`src/rtl/uart_pkg.sv`:
```
// Shared types and constants for the UART receive path.
// UART_RX_PARITY_EN adds the parity state to the receiver FSM.
package uart_pkg;

    localparam int unsigned OVERSAMPLE = 16;
    localparam int unsigned MID_SAMPLE = 7;
    localparam int unsigned DATA_BITS  = 8;

    typedef enum logic [2:0] {
        StIdle,
        StStart,
        StData,
`ifdef UART_RX_PARITY_EN
        StParity,
`endif
        StStop,
        StBreak
    } rx_state_e;

    function automatic int unsigned level_width(input int unsigned depth);
        return $clog2(depth) + 1;
    endfunction

endpackage

```
`src/rtl/sync_fifo.sv`:
```
// Show-ahead synchronous FIFO with level count; a push while full is dropped
// unless a pop happens on the same edge.
module sync_fifo
    import uart_pkg::*;
#(
    parameter int unsigned DEPTH = 16,
    parameter int unsigned WIDTH = 8
) (
    input  logic                          clk_i,
    input  logic                          rst_i,
    input  logic                          push_i,
    input  logic                          pop_i,
    input  logic [WIDTH-1:0]              wdata_i,
    output logic [WIDTH-1:0]              rdata_o,
    output logic                          empty_o,
    output logic                          full_o,
    output logic [level_width(DEPTH)-1:0] level_o,
    output logic                          drop_o
);

    localparam int unsigned PtrW = $clog2(DEPTH);
    localparam int unsigned LvlW = level_width(DEPTH);

    logic [WIDTH-1:0] mem_q [DEPTH];
    logic [PtrW-1:0]  wr_ptr_q, wr_ptr_d, rd_ptr_q, rd_ptr_d;
    logic [LvlW-1:0]  level_q, level_d;
    logic             do_push, do_pop;

    always_comb begin
        empty_o  = (level_q == '0);
        full_o   = (level_q == LvlW'(DEPTH));
        do_pop   = pop_i && !empty_o;
        do_push  = push_i && (!full_o || do_pop);
        drop_o   = push_i && !do_push;
        wr_ptr_d = do_push ? wr_ptr_q + PtrW'(1) : wr_ptr_q;
        rd_ptr_d = do_pop ? rd_ptr_q + PtrW'(1) : rd_ptr_q;
        level_d  = level_q;
        if (do_push && !do_pop) begin
            level_d = level_q + LvlW'(1);
        end else if (!do_push && do_pop) begin
            level_d = level_q - LvlW'(1);
        end
        // Storage is not reset, so the head is masked while empty.
        rdata_o  = empty_o ? '0 : mem_q[rd_ptr_q];
        level_o  = level_q;
    end

    always_ff @(posedge clk_i) begin
        if (rst_i) begin
            wr_ptr_q <= '0;
            rd_ptr_q <= '0;
            level_q  <= '0;
        end else begin
            wr_ptr_q <= wr_ptr_d;
            rd_ptr_q <= rd_ptr_d;
            level_q  <= level_d;
        end
    end

    always_ff @(posedge clk_i) begin
        if (do_push) begin
            mem_q[wr_ptr_q] <= wdata_i;
        end
    end

endmodule

```
`src/rtl/uart_rx_fifo.sv`:
```
// UART receiver (16x oversampled 8N1) feeding a show-ahead byte FIFO with sticky errors.
// Define UART_RX_PARITY_EN for 8E1/8O1 frames with parity_odd/parity_err ports.
module uart_rx_fifo
    import uart_pkg::*;
#(
    parameter int unsigned DEPTH       = 16,
    parameter int unsigned SYNC_STAGES = 2
) (
    input  logic                          HCLK,
    input  logic                          HRESET,
    input  logic                          rx,
    input  logic                          rx_en,
    input  logic [15:0]                   baud_div,
    input  logic                          rd_en,
    output logic [7:0]                    rd_data,
    output logic                          rx_empty,
    output logic                          rx_full,
    output logic [level_width(DEPTH)-1:0] rx_level,
    output logic                          frame_err,
    output logic                          overrun,
    input  logic                          err_clr,
`ifdef UART_RX_PARITY_EN
    input  logic                          parity_odd,
    output logic                          parity_err,
`endif
    output logic                          irq
);

    localparam int unsigned BitIdxW = $clog2(DATA_BITS);

    logic [SYNC_STAGES-1:0] sync_q, sync_d;
    rx_state_e              state_q, state_d;
    logic [15:0]            presc_q, presc_d;
    logic [3:0]             samp_q, samp_d;
    logic [BitIdxW-1:0]     bit_q, bit_d;
    logic [DATA_BITS-1:0]   shreg_q, shreg_d;
    logic                   frame_err_q, frame_err_d, overrun_q, overrun_d;
    logic                   rs, tick, samp_last, push, frame_set, drop;
`ifdef UART_RX_PARITY_EN
    logic                   parity_err_q, parity_err_d, par_set;
`endif

    always_comb begin
        sync_d    = {sync_q[SYNC_STAGES-2:0], rx};
        rs        = sync_q[SYNC_STAGES-1];
        tick      = (presc_q == baud_div);
        samp_last = tick && (samp_q == 4'(OVERSAMPLE - 1));
        state_d   = state_q;
        presc_d   = tick ? '0 : presc_q + 16'd1;
        samp_d    = tick ? samp_q + 4'd1 : samp_q;
        bit_d     = bit_q;
        shreg_d   = shreg_q;
        push      = 1'b0;
        frame_set = 1'b0;
`ifdef UART_RX_PARITY_EN
        par_set   = 1'b0;
`endif
        case (state_q)
            StIdle: begin
                if (rx_en && !rs) begin
                    state_d = StStart;
                    presc_d = '0;
                    samp_d  = '0;
                end
            end
            StStart: begin
                if (tick && samp_q == 4'(MID_SAMPLE)) begin
                    state_d = rs ? StIdle : StData;
                    samp_d  = '0;
                    bit_d   = '0;
                end
            end
            StData: begin
                if (samp_last) begin
                    shreg_d = {rs, shreg_q[DATA_BITS-1:1]};
                    bit_d   = bit_q + BitIdxW'(1);
                    if (bit_q == BitIdxW'(DATA_BITS - 1)) begin
`ifdef UART_RX_PARITY_EN
                        state_d = StParity;
`else
                        state_d = StStop;
`endif
                    end
                end
            end
`ifdef UART_RX_PARITY_EN
            StParity: begin
                if (samp_last) begin
                    par_set = (rs != (^shreg_q ^ parity_odd));
                    state_d = StStop;
                end
            end
`endif
            StStop: begin
                if (samp_last) begin
                    push      = rs;
                    frame_set = !rs;
                    state_d   = rs ? StIdle : StBreak;
                end
            end
            StBreak: begin
                if (rs) begin
                    state_d = StIdle;
                end
            end
            default: state_d = StIdle;
        endcase
        // Disabling the receiver abandons any frame in flight, including its final sample.
        if (!rx_en) begin
            state_d   = StIdle;
            push      = 1'b0;
            frame_set = 1'b0;
`ifdef UART_RX_PARITY_EN
            par_set   = 1'b0;
`endif
        end
        // Clear wins over a same-cycle set.
        frame_err_d = err_clr ? 1'b0 : (frame_err_q | frame_set);
        overrun_d   = err_clr ? 1'b0 : (overrun_q | drop);
`ifdef UART_RX_PARITY_EN
        parity_err_d = err_clr ? 1'b0 : (parity_err_q | par_set);
`endif
    end

    always_ff @(posedge HCLK) begin
        if (HRESET) begin
            sync_q      <= '1;
            state_q     <= StIdle;
            presc_q     <= '0;
            samp_q      <= '0;
            bit_q       <= '0;
            shreg_q     <= '0;
            frame_err_q <= 1'b0;
            overrun_q   <= 1'b0;
        end else begin
            sync_q      <= sync_d;
            state_q     <= state_d;
            presc_q     <= presc_d;
            samp_q      <= samp_d;
            bit_q       <= bit_d;
            shreg_q     <= shreg_d;
            frame_err_q <= frame_err_d;
            overrun_q   <= overrun_d;
        end
    end

`ifdef UART_RX_PARITY_EN
    always_ff @(posedge HCLK) begin
        if (HRESET) begin
            parity_err_q <= 1'b0;
        end else begin
            parity_err_q <= parity_err_d;
        end
    end
`endif

    sync_fifo #(
        .DEPTH (DEPTH),
        .WIDTH (DATA_BITS)
    ) u_fifo (
        .clk_i   (HCLK),
        .rst_i   (HRESET),
        .push_i  (push),
        .pop_i   (rd_en),
        .wdata_i (shreg_q),
        .rdata_o (rd_data),
        .empty_o (rx_empty),
        .full_o  (rx_full),
        .level_o (rx_level),
        .drop_o  (drop)
    );

    always_comb begin
        frame_err = frame_err_q;
        overrun   = overrun_q;
`ifdef UART_RX_PARITY_EN
        parity_err = parity_err_q;
        irq        = !rx_empty | frame_err_q | overrun_q | parity_err_q;
`else
        irq        = !rx_empty | frame_err_q | overrun_q;
`endif
    end

endmodule

```
`config.mk`:
```
export PLATFORM = sky130hd
export DESIGN_NAME = uart_rx_fifo
export DESIGN_NICKNAME = d
export VERILOG_FILES = /design/src/rtl/uart_pkg.sv /design/src/rtl/sync_fifo.sv /design/src/rtl/uart_rx_fifo.sv
export SDC_FILE = /design/constraint.sdc
export NUM_CORES = 1
export LEC_CHECK = 0
export BUFFER_PORTS_ARGS = -buffer_cell sky130_fd_sc_hd__buf_2
export CAP_MARGIN = 30
export CORE_ASPECT_RATIO = 1.2
export CORE_UTILIZATION = 61
export CTS_CLUSTER_SIZE = 28
export DETAILED_ROUTE_END_ITERATION = 10
export GPL_TIMING_DRIVEN = 0
export PLACE_DENSITY = 0.86
export SLEW_MARGIN = 20
export SYNTH_ARGS = -nofsm -noshare
export SYNTH_HDL_FRONTEND = slang
export SYNTH_SLANG_ARGS = --single-unit
```
`constraint.sdc`:
```
create_clock -name HCLK -period 3.8 [get_ports HCLK]
set_clock_uncertainty 0.15 [all_clocks]
set_input_delay 0 -clock HCLK [delete_from_list [all_inputs] [get_ports HCLK]]
set_output_delay 0 -clock HCLK [all_outputs]
set_load 0.01 [all_outputs]
```
==> results.txt <==
The TritonCTS clock tree is yes. The placement-stage worst setup slack came out at 0.146 ns. The cell count after synthesis came out at 511. The total global routing overflow came out at 0. Setup slack closes at 0.183 ns. The number of global-route vias before repair is 4469.

The number of sinks driven by the clock tree is 183. The worst relative slew slack is 0.378. Across the run, the number of max-cap violations was 0. The final standard cell count with taps included and fillers excluded is 750.

The leading register cell type out of synthesis is edfxtp_1. For this run, the total global-route usage over all layers was measured as 0.255. The routed layout has 4455 vias. The DRC violation count after routing is 0. The floorplan has 44 rows. Of the post-synthesis cell area, the dominant cell type holds 0.504. Setup violations remaining at the end of the flow were counted as 0.

The utilization of the core after routing is 0.717. The number of synthesized register bits is 183. The most area-hungry cell type in the Yosys netlist is edfxtp_1. The area inside the core boundary came out at 12200 µm². The static leakage is 3.36 nW. The number of antenna diodes is 0. The later pin in the worst-skew pair is clocked with a latency of 0.42 ns. The count of pins on the block boundary came out at 40. The clock transition at the registers of the reported paths is 0.07 ns. The number of nets handed over by synthesis was 548. The total die area came out at 13000 µm². Yosys printed 0 warnings. The library cells used most frequently in the layout, excluding fill and tap cells, are edfxtp_1, nor2_1, dfxtp_1. The post-synthesis cell area came out at 7630 µm². From bottom edge to top edge, the die measures 124 µm. The worst setup path is of the reg -> reg kind. The tree is rooted in a clkbuf_16.

The hold violation count in the final report was 0. The wire length reported by the detailed router is 15.5 mm. The combinational cell fraction of total power is 0.122. In this run the remaining antenna-violating nets after routing total 0. The count of unique library cells instantiated by Yosys is 46. The pin slew with the least headroom to its limit came out at 0.930 ns. The sum of negative setup slack came out at 0 ns.

The final critical-path required period came out at 3.62 ns. The path type of the worst min-delay path is in -> reg. The final design area excluding fillers is 8730 µm². The first-pass iteration count of the detailed router is 5.

After synthesis, the largest family of logic cells by area is multiplexers. The fraction of power consumed by sequential logic came out at 0.479. After synthesis, the cell types taking the most area are edfxtp_1, dfxtp_1, mux4_2. The placed instance count came out at 711. For this run, asynchronously set or reset flops after synthesis account for 0. The via count normalized by instance count came out at 5.94. The number of input and output port buffers inserted came out at 39.

The sum of net half-perimeters after detailed placement is 9.89 mm. The worst-path maximum fanout came out at 6. Counting flops with a built-in enable in the synthesized netlist gives 128. The first global-routing pass estimated 24.1 mm of wire.

Setup repair after global routing left no endpoint under its margin. The final-report max-slew violation count came out at 0. The sequential fraction of the synthesis area is 0.648. The run finished with clean final reports. The initial antenna violation count came to 0. Entering global routing, the biggest net connects 19 pins. The area fraction in and, or, nand and nor cells after synthesis came out at 0.104.

In the finished design, the share of the clock period the worst path needs comes to 0.952. The maximum resistive drop on vdd is 388 µV. The most frequent standard cell in the layout excluding fill and tap cells is edfxtp_1.

The average size of a mapped cell came out at 14.9 µm². At the end of the flow, the number of nets in the layout was 615. The design internal power came out at 3.47 mW. The portion of synthesized area spent on multiplexers is 0.130.

The violation count after the first detailed-route iteration is 347. The adder and majority cell fraction of the synthesized area is 0.0256. The signal arrival time at the worst endpoint is 3.77 ns. In the final layout, the share of cells above drive strength 1 is 0.234.

The synthesized-area fraction occupied by xor and xnor cells is 0.0471. The power density over cell area is 522 nW/µm². The fmax came out at 277 MHz. STA classifies the critical path startpoint as a flop.

The clock group share of total power is 0.398. The global placement routability congestion came out at 0.852. Of the total power, the share spent switching nets is 0.238. The required time reported for the critical path endpoint came out at 3.95 ns. The placed instance area came out at 8030 µm². The number of buffers created by CTS is 17. The initial utilization of the core area, before any placement, comes to 0.627. The compound-cell area share of the yosys netlist was 0.0230.

STA classifies the critical path endpoint as a flop. The average wire per standard cell came out at 20.6 µm. The number of levels in the clock H-tree is 4. In this run the horizontal extent of the chip is 104 µm. The synthesis-to-layout area growth came out at 14.4%. The longest clock path from root to sink contains 2 buffers. The switching power is 1.08 mW.
## metrics by stage
| stage | hold WS (ns) | total power, mW |
|---|---|---|
| floorplan | -0.0732 | 2.62 |
| global placement | 0.0283 | 2.76 |
| detailed placement | 0.0326 | 2.78 |
| CTS | 0.0579 | 4.57 |
| global route | 0.144 | 4.70 |
| finish | 0.141 | 4.55 |
## path summary, 6_finish.rpt
check,start,endpoint,slack [ns],cells past startpoint
worst min-delay path,rx,sync_q[0],0.14,3
worst max-delay path,samp_q[0],u_fifo.level_o[4],0.18,15
worst max register to register,samp_q[0],u_fifo.level_o[4],0.18,15
worst min register to register,sync_q[0],sync_q[1],0.27,1
## cell families after synthesis
family,after synthesis
flip-flops,183
XOR/XNOR,41
AND/OR/NAND/NOR,158
AO/OA/AOI/OAI,28
multiplexers,49
adder cells (fa/ha/maj),15
buffers and inverters,37
## state kept, by name (all words and copies together), names as in the netlist, named ones only
register / count
u_fifo.mem_q: 128
presc_q: 16
shreg_q: 8
u_fifo.level_o: 5
samp_q: 4
u_fifo.rd_ptr_q: 4
u_fifo.wr_ptr_q: 4
bit_q: 3
state_q: 3
sync_q: 2
frame_err: 1
overrun: 1
## critical path: stages, from the launching register on
cell,delay [ns]
dfxtp_1,0.38
ha_1,0.23
nand3_2,0.14
or4_4,0.53
nor2_4,0.14
and2_1,0.15
buf_6,0.13
ha_1,0.23
inv_1,0.12
ha_1,0.30
nor2b_1,0.13
o21a_1,0.17
or3_1,0.30
a21oi_1,0.19
xnor2_1,0.14
nor2_1,0.05
## per-layer routing
metal	global-route usage	part of all wire
met3	0.0612	0.061
met1	0.311	0.39
met5	0	0
met4	0.0790	0.016
met2	0.447	0.54
## power groups by stage
stage	combinational [mW]	clock [mW]	sequential [mW]
2_1_floorplan	0.402	0	2.22
6_report	0.558	1.81	2.18
5_1_grt	0.616	1.90	2.19
3_5_place_dp	0.555	0	2.22
3_3_place_gp	0.536	0	2.22
4_1_cts	0.562	1.82	2.18
## cell usage after synthesis (all sizes together) (2+ instances only)
cell / number
nor2: 72
or2: 4
nand2: 19
nand4: 9
and3: 4
a2bb2oi: 2
nand3: 12
nor2b: 12
buf: 15
edfxtp: 128
or4: 2
nand2b: 6
or3: 2
xnor2: 25
o21ai: 3
xor2: 16
o22ai: 2
a31oi: 2
inv: 13
a21oi: 12
dfxtp: 55
clkbuf: 9
mux2i: 9
nor3: 9
mux4: 40
nand3b: 4
and2: 2
ha: 14
## what timing repair did
item                                   in CTS  in global routing
hold buffers                                6                  0
endpoints found under the hold margin      22                  0
setup buffers                               0                  3
gates resized for setup                     0                  2
setup endpoints to repair                   0                  1
## final cells by class
class,instances,area [µm²]
multi-input combinational,291,2530
inverter,13,48.8
timing repair buffer,48,278
tap,161,201
sequential,183,4940
clock buffer,18,429
clock inverter,12,179
buffer,24,121
fill,761,3440
(Power assumes the default switching activity.)
